`config.mk`:
```
export PLATFORM = sky130hd
export DESIGN_NAME = qtree_match_cfg_flat
export DESIGN_NICKNAME = d
export VERILOG_FILES = /design/src/rtl/qtree_match_cfg_pkg.sv /design/src/rtl/qstage_ctrl_if.sv /design/src/rtl/qtree_free_slot_pick.sv /design/src/rtl/qtree_match_cfg.sv /design/src/flat_wrapper.sv
export SDC_FILE = /design/constraint.sdc
export NUM_CORES = 1
export LEC_CHECK = 0
export ABC_AREA = 1
export BUFFER_PORTS_ARGS = -buffer_cell sky130_fd_sc_hd__buf_2
export CORE_ASPECT_RATIO = 1.5
export CORE_MARGIN = 2
export CORE_UTILIZATION = 56
export CTS_BUF_LIST = sky130_fd_sc_hd__clkbuf_2 sky130_fd_sc_hd__clkbuf_4 sky130_fd_sc_hd__clkbuf_8
export CTS_CLUSTER_DIAMETER = 200
export CTS_CLUSTER_SIZE = 25
export DETAILED_ROUTE_END_ITERATION = 16
export GPL_ROUTABILITY_DRIVEN = 1
export PLACE_DENSITY = 0.86
export SYNTH_ARGS = -nofsm -noshare
export SYNTH_HDL_FRONTEND = slang
export SYNTH_HIERARCHICAL = 1
export SYNTH_SLANG_ARGS = --single-unit
```
`constraint.sdc`:
```
create_clock -name clk_i -period 3.8 [get_ports clk_i]
set_input_delay 0.57 -clock clk_i [delete_from_list [all_inputs] [get_ports clk_i]]
set_output_delay 0.57 -clock clk_i [all_outputs]
set_load 0.01 [all_outputs]
```
`src/rtl/qtree_match_cfg_pkg.sv`:
```
// Shared types for the quadtree match-stage rule manager: command ops, response status, RAM word.
// Slot width helper keeps a 1-way bank at a 1-bit slot index.
package qtree_match_cfg_pkg;

  typedef enum logic [1:0] {
    OP_NOP    = 2'd0,
    OP_INSERT = 2'd1,
    OP_DELETE = 2'd2,
    OP_CLEAR  = 2'd3
  } cfg_op_t;

  typedef enum logic [1:0] {
    STS_OK        = 2'd0,
    STS_FULL      = 2'd1,
    STS_DUP       = 2'd2,
    STS_NOT_FOUND = 2'd3
  } cfg_status_t;

  localparam int MATCH_VALUE_W = 16;

  typedef struct packed {
    logic                     en;
    logic [MATCH_VALUE_W-1:0] value;
  } match_ram_data_t;

  function automatic int slot_width(input int ways);
    return (ways > 1) ? $clog2(ways) : 1;
  endfunction

endpackage

```
`src/rtl/qstage_ctrl_if.sv`:
```
// Write port into the D_CNT-way match RAM bank; wr_data is {en, value}, sel picks the ways written.
interface qstage_ctrl_if #(
  parameter int ADDR_W = 8,
  parameter int DATA_W = 16,
  parameter int D_CNT  = 4
);
  logic [ADDR_W-1:0] wr_addr;
  logic [DATA_W:0]   wr_data;
  logic              wr_en;
  logic [D_CNT-1:0]  sel;

  modport master (output wr_addr, output wr_data, output wr_en, output sel);
  modport slave  (input wr_addr, input wr_data, input wr_en, input sel);
endinterface

```
`src/rtl/qtree_free_slot_pick.sv`:
```
// Combinational lowest-index free-way finder over one row of the occupancy map.
module qtree_free_slot_pick #(
  parameter int D_CNT  = 4,
  parameter int SLOT_W = 2
) (
  input  logic [D_CNT-1:0]  occ,
  output logic [SLOT_W-1:0] slot,
  output logic              any_free
);

  // Scanning downward lets the lowest free way overwrite any higher one.
  always_comb begin
    slot     = '0;
    any_free = 1'b0;
    for (int w = D_CNT - 1; w >= 0; w--) begin
      if (!occ[w]) begin
        slot     = SLOT_W'(w);
        any_free = 1'b1;
      end
    end
  end

endmodule

```
`src/rtl/qtree_match_cfg.sv`:
```
// Rule manager for one quadtree match stage: INSERT/DELETE/CLEAR into a D_CNT-way RAM with shadow occupancy.
// Optional duplicate detection under QTREE_MATCH_CFG_DUP_CHECK_EN.
module qtree_match_cfg
  import qtree_match_cfg_pkg::*;
#(
  parameter int IN_ADDR_WIDTH = 4,
  parameter int DATA_WIDTH    = 16,
  parameter int D_CNT         = 4,
  parameter int SLOT_W        = slot_width(D_CNT)
) (
  input  logic                     clk_i,
  input  logic                     rst_i,
  input  logic                     cmd_valid_i,
  output logic                     cmd_ready_o,
  input  cfg_op_t                  cmd_op_i,
  input  logic [IN_ADDR_WIDTH-1:0] cmd_addr_i,
  input  logic [DATA_WIDTH-1:0]    cmd_data_i,
  input  logic [SLOT_W-1:0]        cmd_slot_i,
  output logic                     resp_valid_o,
  input  logic                     resp_ready_i,
  output cfg_status_t              resp_status_o,
  output logic [SLOT_W-1:0]        resp_slot_o,
  output logic                     busy_o,
  qstage_ctrl_if.master            ctrl_if
);

  localparam int ROWS = 2 ** IN_ADDR_WIDTH;

  typedef enum logic [2:0] {
    S_INIT  = 3'd0,
    S_IDLE  = 3'd1,
    S_EXEC  = 3'd2,
    S_WRITE = 3'd3,
    S_RESP  = 3'd4,
    S_SWEEP = 3'd5
  } fsm_t;

  fsm_t state, state_nxt;

  logic [IN_ADDR_WIDTH-1:0] sweep_row;
  logic                     sweep_last;
  cfg_op_t                  op_q;
  logic [IN_ADDR_WIDTH-1:0] addr_q;
  logic [DATA_WIDTH-1:0]    data_q;
  logic [SLOT_W-1:0]        slot_q;
  cfg_status_t              status_q;
  logic [SLOT_W-1:0]        resp_slot_q;
  logic [D_CNT-1:0]         occ [ROWS];

  logic [D_CNT-1:0]  row_occ;
  logic [SLOT_W-1:0] free_slot;
  logic              any_free;
  logic              del_hit;
  logic              dup_hit;
  logic [SLOT_W-1:0] dup_slot;
  cfg_status_t       exec_status;
  logic [SLOT_W-1:0] exec_slot;
  logic              exec_write;

  assign sweep_last = (sweep_row == IN_ADDR_WIDTH'(ROWS - 1));
  assign row_occ    = occ[addr_q];
  assign del_hit    = (int'(slot_q) < D_CNT) && row_occ[slot_q];

  qtree_free_slot_pick #(
    .D_CNT  (D_CNT),
    .SLOT_W (SLOT_W)
  ) u_pick (
    .occ      (row_occ),
    .slot     (free_slot),
    .any_free (any_free)
  );

`ifdef QTREE_MATCH_CFG_DUP_CHECK_EN
  // Stale values are harmless: they are only compared where the occupancy bit is set.
  logic [DATA_WIDTH-1:0] val_q [ROWS][D_CNT];

  always_ff @(posedge clk_i) begin
    if (state == S_WRITE && op_q == OP_INSERT) begin
      val_q[addr_q][slot_q] <= data_q;
    end
  end

  always_comb begin
    dup_hit  = 1'b0;
    dup_slot = '0;
    for (int w = D_CNT - 1; w >= 0; w--) begin
      if (row_occ[w] && (val_q[addr_q][w] == data_q)) begin
        dup_hit  = 1'b1;
        dup_slot = SLOT_W'(w);
      end
    end
  end
`else
  assign dup_hit  = 1'b0;
  assign dup_slot = '0;
`endif

  always_comb begin
    exec_status = STS_OK;
    exec_slot   = '0;
    exec_write  = 1'b0;
    case (op_q)
      OP_INSERT: begin
        if (!any_free) begin
          exec_status = STS_FULL;
        end else if (dup_hit) begin
          exec_status = STS_DUP;
          exec_slot   = dup_slot;
        end else begin
          exec_slot  = free_slot;
          exec_write = 1'b1;
        end
      end
      OP_DELETE: begin
        if (del_hit) begin
          exec_slot  = slot_q;
          exec_write = 1'b1;
        end else begin
          exec_status = STS_NOT_FOUND;
        end
      end
      default: ;
    endcase
  end

  always_ff @(posedge clk_i or posedge rst_i) begin
    if (rst_i) begin
      state <= S_INIT;
    end else begin
      state <= state_nxt;
    end
  end

  always_comb begin
    state_nxt       = state;
    ctrl_if.wr_en   = 1'b0;
    ctrl_if.sel     = '0;
    ctrl_if.wr_data = '0;
    ctrl_if.wr_addr = '0;
    case (state)
      S_INIT, S_SWEEP: begin
        // Held off while rst_i is asserted so the bank is never written during reset.
        ctrl_if.wr_en                         = !rst_i;
        ctrl_if.sel                           = rst_i ? '0 : '1;
        ctrl_if.wr_addr[IN_ADDR_WIDTH-1:0]    = sweep_row;
        if (sweep_last) begin
          state_nxt = (state == S_INIT) ? S_IDLE : S_RESP;
        end
      end
      S_IDLE: begin
        if (cmd_valid_i) begin
          case (cmd_op_i)
            OP_INSERT, OP_DELETE: state_nxt = S_EXEC;
            OP_CLEAR:             state_nxt = S_SWEEP;
            default:              state_nxt = S_IDLE;
          endcase
        end
      end
      S_EXEC: begin
        state_nxt = exec_write ? S_WRITE : S_RESP;
      end
      S_WRITE: begin
        ctrl_if.wr_en                      = 1'b1;
        ctrl_if.wr_addr[IN_ADDR_WIDTH-1:0] = addr_q;
        ctrl_if.wr_data                    = (op_q == OP_INSERT) ? {1'b1, data_q} : '0;
        for (int w = 0; w < D_CNT; w++) begin
          ctrl_if.sel[w] = (slot_q == SLOT_W'(w));
        end
        state_nxt = S_RESP;
      end
      S_RESP: begin
        if (resp_ready_i) begin
          state_nxt = S_IDLE;
        end
      end
      default: state_nxt = S_INIT;
    endcase
  end

  always_ff @(posedge clk_i or posedge rst_i) begin
    if (rst_i) begin
      sweep_row   <= '0;
      op_q        <= OP_NOP;
      addr_q      <= '0;
      data_q      <= '0;
      slot_q      <= '0;
      status_q    <= STS_OK;
      resp_slot_q <= '0;
      for (int r = 0; r < ROWS; r++) begin
        occ[r] <= '0;
      end
    end else begin
      case (state)
        S_INIT, S_SWEEP: begin
          occ[sweep_row] <= '0;
          sweep_row      <= sweep_last ? '0 : sweep_row + 1'b1;
          if (state == S_SWEEP && sweep_last) begin
            status_q    <= STS_OK;
            resp_slot_q <= '0;
          end
        end
        S_IDLE: begin
          if (cmd_valid_i) begin
            op_q   <= cmd_op_i;
            addr_q <= cmd_addr_i;
            data_q <= cmd_data_i;
            slot_q <= cmd_slot_i;
          end
        end
        S_EXEC: begin
          status_q    <= exec_status;
          resp_slot_q <= exec_slot;
          slot_q      <= exec_slot;
        end
        S_WRITE: begin
          occ[addr_q][slot_q] <= (op_q == OP_INSERT);
        end
        default: ;
      endcase
    end
  end

  assign cmd_ready_o   = (state == S_IDLE);
  assign resp_valid_o  = (state == S_RESP);
  assign resp_status_o = status_q;
  assign resp_slot_o   = resp_slot_q;
  assign busy_o        = (state == S_INIT) || (state == S_SWEEP);

endmodule

```
`src/flat_wrapper.sv`:
```
// flat-port wrapper written by rule: the top's interface ports become plain ports
module qtree_match_cfg_flat import qtree_match_cfg_pkg::*;
#(
  parameter int IN_ADDR_WIDTH = 4,
  parameter int DATA_WIDTH    = 16,
  parameter int D_CNT         = 4,
  parameter int SLOT_W        = slot_width(D_CNT)
)
  (clk_i, rst_i, cmd_valid_i, cmd_ready_o, cmd_op_i, cmd_addr_i, cmd_data_i, cmd_slot_i, resp_valid_o, resp_ready_i, resp_status_o, resp_slot_o, busy_o, ctrl_if_wr_addr, ctrl_if_wr_data, ctrl_if_wr_en, ctrl_if_sel);
  qstage_ctrl_if #(.ADDR_W(8), .DATA_W(16), .D_CNT(D_CNT)) ctrl_if_i ();
  input  logic clk_i;
  input  logic rst_i;
  input  logic cmd_valid_i;
  output logic cmd_ready_o;
  input  cfg_op_t cmd_op_i;
  input  logic [IN_ADDR_WIDTH-1:0] cmd_addr_i;
  input  logic [DATA_WIDTH-1:0] cmd_data_i;
  input  logic [SLOT_W-1:0] cmd_slot_i;
  output logic resp_valid_o;
  input  logic resp_ready_i;
  output cfg_status_t resp_status_o;
  output logic [SLOT_W-1:0] resp_slot_o;
  output logic busy_o;
  output wire logic [$bits(ctrl_if_i.wr_addr)-1:0] ctrl_if_wr_addr;
  output wire logic [$bits(ctrl_if_i.wr_data)-1:0] ctrl_if_wr_data;
  output wire logic [$bits(ctrl_if_i.wr_en)-1:0] ctrl_if_wr_en;
  output wire logic [$bits(ctrl_if_i.sel)-1:0] ctrl_if_sel;
  assign ctrl_if_wr_addr = ctrl_if_i.wr_addr;
  assign ctrl_if_wr_data = ctrl_if_i.wr_data;
  assign ctrl_if_wr_en = ctrl_if_i.wr_en;
  assign ctrl_if_sel = ctrl_if_i.sel;
  qtree_match_cfg #(.IN_ADDR_WIDTH(IN_ADDR_WIDTH), .DATA_WIDTH(DATA_WIDTH), .D_CNT(D_CNT), .SLOT_W(SLOT_W)) u_core (.clk_i(clk_i), .rst_i(rst_i), .cmd_valid_i(cmd_valid_i), .cmd_ready_o(cmd_ready_o), .cmd_op_i(cmd_op_i), .cmd_addr_i(cmd_addr_i), .cmd_data_i(cmd_data_i), .cmd_slot_i(cmd_slot_i), .resp_valid_o(resp_valid_o), .resp_ready_i(resp_ready_i), .resp_status_o(resp_status_o), .resp_slot_o(resp_slot_o), .busy_o(busy_o), .ctrl_if(ctrl_if_i));
endmodule
```
==> results of run 1 <==
-- synthesized netlist by cell type, types with 4 or more instances --
cell type,instances
nand2_1,279
dfrtp_1,99
buf_1,4
nor2_1,156
buf_4,4
inv_2,5
o21ai_1,15
nand3_1,66
nor2_2,5
clkbuf_1,32
buf_2,10
a21oi_1,46
mux2_2,15
inv_1,71
o32ai_1,8
buf_6,4
ha_1,7
a31oi_1,47
o22ai_1,5
o21ai_0,78
-- logic make-up (layout without fill, tap and decap cells) --
kind of cell / Yosys count / after routing / share of synthesized area, %
xor+xnor: 2 / 2 / 0.271
simple gates: 510 / 510 / 31.3
fa+ha+maj: 7 / 7 / 1.35
flops: 99 / 99 / 38.3
other cells: 1 / 4 / 0.0580
buf+inv: 132 / 165 / 8.73
mux: 15 / 15 / 2.61
compound gates: 203 / 203 / 17.4
-- state kept, by name, indices dropped and copies added, names as in the netlist --
signal                cells
u_core/state              3
u_core/data_q            16
u_core/addr_q             4
u_core/op_q               2
u_core/sweep_row          4
u_core/slot_q             2
u_core/occ               64
u_core/resp_status_o      2
u_core/resp_slot_o        2
-- worst max-delay path, cell delays in order (launching register included) --
cell and delay (ns):
dfrtp_1 0.49, nor3_4 0.21, buf_4 0.38, clkinv_2 0.13, buf_4 0.38, o22ai_1 0.31
buf_2 0.19
-- final timing paths --
| check | cells past startpoint | startpoint | endpoint |
|---|---|---|---|
| hold reg to reg | 1 | u_core/data_q[3]$_DFFE_PP0P_ | u_core/data_q[3]$_DFFE_PP0P_ |
| hold / removal | 2 | cmd_data_i[9] | u_core/data_q[9]$_DFFE_PP0P_ |
| max in group asynchronous | 3 | rst_i | u_core/addr_q[0]$_DFFE_PP0P_ |
| setup / recovery | 6 | u_core/state[2]$_DFFE_PP0P_ | ctrl_if_wr_addr[0] |
| setup reg to reg | 8 | u_core/state[2]$_DFFE_PP0P_ | u_core/occ[29]$_DFFE_PP0P_ |
| min in group asynchronous | 3 | rst_i | u_core/op_q[0]$_DFFE_PP0P_ |
-- routing by layer --
layer | vias to the layer above | track usage [%] | wire [um]
li1 | 3234 | - | -
met3 | 66 | 4.56 | 1410
met2 | 352 | 49.3 | 8780
met1 | 3110 | 35.4 | 6910
met4 | 0 | 15.3 | 808
met5 | - | 0 | 0
-- metrics by stage --
step,worst slack (ns),instance area [um2],instances,utilization (%),hold slack (ns)
after floorplan,0.661,6480,972,-,0.480
after global placement,1.23,6790,1139,59.5,0.487
after detailed placement,1.22,6790,1139,59.5,0.495
after CTS,0.779,6980,1155,61.2,0.401
after global routing,0.586,6980,1155,61.2,0.403
final,0.744,6980,1155,61.2,0.416
-- cell type report --
class | instances | area, um2 | area share [%]
multi-input combinational | 741 | 3440 | 49.3
timing repair buffer | 72 | 390 | 5.59
clock inverter | 6 | 55.1 | 0.788
tap | 150 | 188 | 2.69
inverter | 77 | 294 | 4.21
sequential | 99 | 2480 | 35.5
clock buffer | 10 | 138 | 1.97
-- power by group --
group | switching (uW) | internal, uW
clock network | 407 | 269
registers | 381 | 1500
logic | 2290 | 1120
total | 3080 | 2880
==> results.toml, run 1 <==
[place]
dp_hpwl_um = 12200
io_buffers = 60
place_congestion = 0.925

[clock_tree]
clock-root-buffer = "clkbuf_8"
cts_sinks = 99
clk_pin_slew_worst_paths_ns = 0.11
cts_made_buffers = 9
cts_resized = 0
cts_tree = "done"
h-tree-depth = 3
cts_hold_buf = 0
post_cts_buffers = 0
clockBufferDepth = 2
clk_latency_ns = 0.38

[synthesis]
avgSynthCellArea_um2 = 6.67
synth_cell_types = 29
ys_ff_latch = 99
synth_area_leader_cell = "dfrtp_1"
seq_area_frac_synth_pct = 38.3
netlist_area_um2 = 6460
synth-edff-count = 0
synth_top_cells_by_area = "dfrtp_1 (38%), nand2_1 (16%), nor2_1 (9.1%)"
ys_warn_count = 6
dominantRegCellSynth = "dfrtp_1"
netlist.area_leader.share_pct = 38.3
syn_inst = 969
synthArstFlopShare_pct = 100

[finish]
n_fill_cell = 1076
drive_gt1_share_pct = 11.5
area_growth_pct = 8.01
antennaDiodeCount = 0
final_cell_mix = "nand2_1 (279), nor2_1 (156), dfrtp_1 (99), o21ai_0 (78), inv_1 (70)"
final_common_cell = "nand2_1"
fin_nets = 1035

[setup_path]
crit_path_start_kind = "flop"
worstPathRequired_ns = 3.23
critical_path_class = "reg -> out"
cp_max_fo = 80
worstSetupEndpointType = "output port"
cp.arrival_ns = 2.49
r2r_slack_ns = 1.16

[global_route]
antenna_found_initial = 0
grt_remaining_overflow = 0
grt_max_degree = 81
grt_pass1_wl_um = 29200
first_global_vias = 6142
grtUsageTotal_pct = 29.0

[detailed_routing]
post_drt_wl_per_cell_um = 15.5
drtIter0Drc = 723
num_vias = 6762
drcViolationCount = 0
drt-pass1-iter-count = 6
wl_um = 17900
ant_nets = 0
via_per_inst = 5.85

[pwr]
irDropWorstVdd_mv = 0.687
finalPower_uw = 5960
pwr_density_cell_nw_per_um2 = 853
p_leak_uw = 0.00321

[floorplan]
core_area_um2 = 11400
die_h_um = 136
dieArea_um2 = 12400
start_util_pct = 56.7
die_x_um = 91.7
row_count = 48
io_pins = 65

[timing]
final_hold_viol_count = 0
setup-violations-final = 0
worst_slew_pin_slew_ns = 1.10
max_clock_freq_mhz = 327
period_share_pct = 80.4
fin_skew_ns = 0.0120
maxSlewHeadroom_pct = 26.3
finalMaxSlewViolations = 0
min_period_ns = 3.06
rsz0062_at_grt = "no"
tns_ns = 0

[min_path]
hold_path.class = "in -> reg"

[job]
cap_violations = 0

[run_status]
status = "finished clean"
Note: power is estimated with default switching activity, not from simulation.
==> run 2: changes to the inputs <==
--- a/config.mk
+++ b/config.mk
@@ -5,11 +5,11 @@
 export SDC_FILE = /design/constraint.sdc
 export NUM_CORES = 1
 export LEC_CHECK = 0
-export ABC_AREA = 1
+export ABC_AREA = 0
 export BUFFER_PORTS_ARGS = -buffer_cell sky130_fd_sc_hd__buf_2
 export CORE_ASPECT_RATIO = 1.5
 export CORE_MARGIN = 2
-export CORE_UTILIZATION = 56
+export CORE_UTILIZATION = 55
 export CTS_BUF_LIST = sky130_fd_sc_hd__clkbuf_2 sky130_fd_sc_hd__clkbuf_4 sky130_fd_sc_hd__clkbuf_8
 export CTS_CLUSTER_DIAMETER = 200
 export CTS_CLUSTER_SIZE = 25
==> constraint.sdc (replaced) <==
create_clock -name clk_i -period 2.5 [get_ports clk_i]
set_input_delay 0.375 -clock clk_i [delete_from_list [all_inputs] [get_ports clk_i]]
set_output_delay 0.375 -clock clk_i [all_outputs]
set_load 0.01 [all_outputs]
==> results.toml, run 2 <==
[run_status]
status = "finished clean"

[synthesis]
syn_inst = 625
ys_ff_latch = 99
synth-edff-count = 0
synthArstFlopShare_pct = 100
yosysMostFrequentCell = "o21ai_0"
netlist.area_leader.share_pct = 44.1
dominantRegCellSynth = "dfrtp_1"
synth_top_cells_by_area = "dfrtp_1 (44%), o21ai_0 (13%), a21oi_1 (7.4%)"
ys_warn_count = 6
seq_area_frac_synth_pct = 44.1
avgSynthCellArea_um2 = 8.98
netlist_area_um2 = 5610
synth_cell_types = 48
synth_area_leader_cell = "dfrtp_1"
yosys-top-cells-count = "o21ai_0 (142), dfrtp_1 (99), a21oi_1 (83)"

[detailed_routing]
num_vias = 5517
drcViolationCount = 0
drtIter0Drc = 868
drt-pass1-iter-count = 5
post_drt_wl_per_cell_um = 22.0
via_per_inst = 6.82
ant_nets = 0
wl_um = 17800

[timing]
period_share_pct = 98.9
finalMaxSlewViolations = 0
setup_slack_ns = 0.0285
rsz0062_at_grt = "yes"
max_clock_freq_mhz = 405
maxSlewHeadroom_pct = 47.8
worst_slew_pin_slew_ns = 0.781
tns_ns = 0
final_hold_viol_count = 0
holdWs_ns = 0.222
fin_skew_ns = 0.00781
setup-violations-final = 0
min_period_ns = 2.47

[global_route]
first_global_vias = 5422
grt_max_degree = 39
grt_remaining_overflow = 0
grtUsageTotal_pct = 32.6
antenna_found_initial = 0
grt_pass1_wl_um = 27600

[finish]
regMostFlops = "u_core/occ"
largest_reg_flops = 64
reg.largest.list = "u_core/occ (64), u_core/data_q (16)"
area_growth_pct = 14.4
fin_cells = 809
final_common_cell = "o21ai_0"
final_cell_mix = "o21ai_0 (139), dfrtp_1 (97), a21oi_1 (83), buf_2 (60), nand2_1 (46)"
antennaDiodeCount = 0
drive_gt1_share_pct = 23.1
n_fill_cell = 782
fin_nets = 722
utilization_pct = 64.1

[setup_path]
worstPathRequired_ns = 2.82
critical_path_class = "reg -> reg"
cp_max_fo = 5
path_buf_inv = 3
cp_slowest_cell = "dfrtp_4"
crit_path_start_kind = "flop"
critPathMostFrequentCell = "buf_4"
crit_chain = "buf_4, mux4_2, nand2_1, nand2_1, nor2_1, a31oi_2, nand4_1, buf_4, buf_4, nor3b_2, a221o_1"
cpPeakStageDelay_ns = 0.52
crit_family = "simple AND/OR/NAND/NOR gates"
cp.arrival_ns = 2.79
worstSetupEndpointType = "flop"

[clock_tree]
clk_latency_ns = 0.38
h-tree-depth = 3
clk_pin_slew_worst_paths_ns = 0.11
clock-root-buffer = "clkbuf_8"
clockBufferDepth = 2
cts_made_buffers = 9
cts_tree = "done"
cts_sinks = 99

[place]
io_buffers = 60
dp_hpwl_um = 12500
place_inst = 785
place_congestion = 1.02
pre_cts_ws_ns = -0.0307

[floorplan]
die_x_um = 86.5
core_area_um2 = 10000
start_util_pct = 56.0
io_pins = 65
dieArea_um2 = 11000
die_h_um = 128
row_count = 45

[pwr]
p_leak_uw = 0.00300
pwr_density_cell_nw_per_um2 = 928
irDropWorstVdd_mv = 0.703

[min_path]
hold_path.class = "in -> reg"

[job]
cap_violations = 0
run 2: cell types whose count changed after synthesis, moves of 18 or more:
cell / change
nor2_1: -133
a31oi_1: -42
a21oi_1: +37
nand3_1: -57
o21ai_0: +64
nand2_1: -229
and3_1: +18
inv_1: -62
mux2i_1: +18
run 2: final cells by class:
class                      instances  area, um2  area share (%)
multi-input combinational        468       2930            45.7
sequential                        99       2480            38.7
timing repair buffer             100        631            9.82
tap                              117        146            2.28
clock buffer                       9        124            1.93
clock inverter                     7       68.8            1.07
inverter                           9       37.5           0.585
run 2: stage by stage:
| stage | instance area, um2 | power [uW] |
|---|---|---|
| CTS | 6300 | 5690 |
| finish | 6420 | 5960 |
| global placement | 6100 | 4600 |
| detailed placement | 6100 | 4680 |
| floorplan | 5630 | 3930 |
| global route | 6420 | 6260 |
run 2: worst paths after layout:
kind | start | to | slack (ns) | cells past startpoint
max | u_core/addr_q[0]$_DFFE_PP0P_ | u_core/resp_status_o[0]$_DFFE_PP0P_ | 0.03 | 11
min | cmd_data_i[9] | u_core/data_q[9]$_DFFE_PP0P_ | 0.22 | 2
max reg2reg | u_core/addr_q[0]$_DFFE_PP0P_ | u_core/resp_status_o[0]$_DFFE_PP0P_ | 0.03 | 11
min reg2reg | u_core/data_q[14]$_DFFE_PP0P_ | u_core/data_q[14]$_DFFE_PP0P_ | 0.51 | 1
max in group asynchronous | rst_i | u_core/occ[43]$_DFFE_PP0P_ | 1.32 | 4
min in group asynchronous | rst_i | u_core/sweep_row[1]$_DFFE_PP0P_ | 0.47 | 3
run 2: power by group:
part	internal, uW	leakage (uW)	switching, uW
logic	1090	0.00158	1680
registers	1840	0.00133	333
clock network	392	0.0000997	616
run 2: routing by layer:
metal / up-vias / track usage, % / share of wire [%]
met2: 459 / 54.9 / 49
met3: 133 / 4.96 / 9.0
met1: 2539 / 37.9 / 34
met4: 0 / 21.7 / 7.7
met5: - / 0 / 0
li1: 2386 / - / -
run 2: cell families after synthesis:
kind of cell / count (synthesis) / synth area share (%)
buffers and inverters: 61 / 4.90
flip-flops: 99 / 44.1
adder cells (fa/ha/maj): 7 / 1.56
other: 1 / 0.0668
multiplexers: 47 / 10.9
AO/OA/AOI/OAI: 258 / 24.7
AND/OR/NAND/NOR: 150 / 13.5
XOR/XNOR: 2 / 0.312
run 2: what timing repair did:
item                                    CTS  global route
hold endpoints to repair                  4             0
buffers inserted                          0             8
resized for setup                         1            20
endpoints found under the setup margin    2             8
pin swaps                                 0             5
hold buffers                              1             0
run 2: worst reg2reg max path: stages, from the launching register on:
cell and delay (ns):
dfrtp_4 0.52, buf_4 0.15, mux4_2 0.32, nand2_1 0.05, nand2_1 0.14, nor2_1 0.07
a31oi_2 0.27, nand4_1 0.24, buf_4 0.20, buf_4 0.13, nor3b_2 0.19, a221o_1 0.13
==> run 3: changes to the inputs <==
--- a/config.mk
+++ b/config.mk
@@ -7,7 +7,7 @@
 export LEC_CHECK = 0
 export ABC_AREA = 0
 export BUFFER_PORTS_ARGS = -buffer_cell sky130_fd_sc_hd__buf_2
-export CORE_ASPECT_RATIO = 1.5
+export CORE_ASPECT_RATIO = 0.9
 export CORE_MARGIN = 2
 export CORE_UTILIZATION = 55
 export CTS_BUF_LIST = sky130_fd_sc_hd__clkbuf_2 sky130_fd_sc_hd__clkbuf_4 sky130_fd_sc_hd__clkbuf_8
==> results.toml, run 3 (synthesized netlist as in run 2, its figures left out) <==
[run_status]
status = "finished clean"

[clock_tree]
cts_sinks = 99
cts_hold_buf = 0
clk_latency_ns = 0.38
cts_made_buffers = 9
h-tree-depth = 3
clockBufferDepth = 2
cts_tree = "done"
clock-root-buffer = "clkbuf_8"
clk_pin_slew_worst_paths_ns = 0.10

[finish]
antennaDiodeCount = 0
drive_gt1_share_pct = 22.9
final_common_cell = "o21ai_0"
fin_area_um2 = 6410
area_growth_pct = 14.2
n_fill_cell = 790
final_cell_mix = "o21ai_0 (139), dfrtp_1 (96), a21oi_1 (83), buf_2 (60), nand2_1 (50)"
regMostFlops = "u_core/occ"
multi_input_area_um2 = 2900
ff_latch_area_um2 = 2480
fin_nets = 723
largest_reg_flops = 64
reg.largest.list = "u_core/occ (64), u_core/data_q (16)"

[floorplan]
die_x_um = 110
start_util_pct = 57.4
dieArea_um2 = 11000
die_h_um = 99.8
core_area_um2 = 9780
io_pins = 65
row_count = 34

[place]
place_congestion = 1.05
io_buffers = 60
dp_hpwl_um = 12300
dpl-instance-area_um2 = 6140

[detailed_routing]
drtIter0Drc = 697
drt-pass1-iter-count = 5
post_drt_wl_per_cell_um = 21.3
num_vias = 5350
ant_nets = 0
drcViolationCount = 0
wl_um = 17400
via_per_inst = 6.53

[timing]
max_clock_freq_mhz = 409
setup-violations-final = 0
fin_skew_ns = 0.0162
period_share_pct = 97.9
tns_ns = 0
final_hold_viol_count = 0
maxSlewHeadroom_pct = 47.4
finalMaxSlewViolations = 0
worst_slew_pin_slew_ns = 0.790
min_period_ns = 2.45

[pwr]
pwr_density_cell_nw_per_um2 = 915
irDropWorstVdd_mv = 0.533
p_leak_uw = 0.00299

[setup_path]
cp_slowest_cell = "dfrtp_2"
cpPeakStageDelay_ns = 0.48
critPathMostFrequentCell = "buf_4"
worstPathRequired_ns = 2.82
cp.arrival_ns = 2.76
path_buf_inv = 5
critical_path_class = "reg -> reg"
cp_max_fo = 10
crit_path_start_kind = "flop"
crit_family = "buffers and inverters"
worstSetupEndpointType = "flop"
crit_chain = "buf_12, buf_4, mux2i_1, a22oi_1, nand2_1, o21ai_1, nand4_1, buf_4, buf_4, buf_4, nor3b_1, a221o_1"

[global_route]
antenna_found_initial = 0
grt_max_degree = 100
grt_remaining_overflow = 0
grt_pass1_wl_um = 27400
first_global_vias = 5116
grtUsageTotal_pct = 31.7

[job]
cap_violations = 0

[min_path]
hold_path.class = "in -> reg"
-- run 3: per-layer routing --
layer	share of wire, %	global-route usage [%]	wire length [um]	vias to the layer above
met5	0	0	0	-
met4	3.8	11.9	656	0
met3	10	8.76	1800	63
met2	47	51.5	8160	332
met1	39	41.3	6800	2570
li1	-	-	-	2385
-- run 3: final timing paths --
kind | slack (ns) | depth (start not counted) | endpoint | startpoint
min in group asynchronous | 0.23 | 3 | u_core/data_q[1]$_DFFE_PP0P_ | rst_i
min reg2reg | 0.48 | 2 | u_core/resp_slot_o[1]$_DFFE_PP0P_ | u_core/resp_slot_o[1]$_DFFE_PP0P_
max | 0.05 | 12 | u_core/resp_status_o[0]$_DFFE_PP0P_ | u_core/addr_q[0]$_DFFE_PP0P_
max reg2reg | 0.05 | 12 | u_core/resp_status_o[0]$_DFFE_PP0P_ | u_core/addr_q[0]$_DFFE_PP0P_
min | 0.22 | 2 | u_core/data_q[10]$_DFFE_PP0P_ | cmd_data_i[10]
max in group asynchronous | 1.83 | 3 | u_core/occ[57]$_DFFE_PP0P_ | rst_i
-- run 3: final cells by class --
class	instances	area share [%]
multi-input cells	468	45.2
flip-flops and latches	99	38.7
repair buffers	101	10.1
well taps	126	2.46
clock buffers	10	2.15
clock inverters	6	0.761
inverters	9	0.625
-- run 3: report_power, final --
part / switching [uW] / total [uW] / leakage (uW) / internal, uW
clock network: 578 / 979 / 0.0000961 / 401
registers: 337 / 2180 / 0.00132 / 1840
logic: 1610 / 2700 / 0.00157 / 1090
-- run 3: through the flow --
step	setup WS [ns]	hold WS, ns	utilization [%]	std cells	power [uW]
detailed placement	-0.00536	0.470	62.8	795	4740
finish	0.0522	0.216	65.5	819	5860
CTS	0.0319	0.205	65.2	818	5760
floorplan	-0.0855	0.461	-	628	3930
global route	-0.0149	0.209	65.5	819	6190
global placement	0.125	0.461	62.8	795	4650
-- run 3: repair_timing --
item | 4_1_cts | 5_1_grt
gates resized for setup | 1 | 11
setup endpoints to repair | 1 | 30
buffers inserted | 7 | 1
pin swaps | 1 | 1
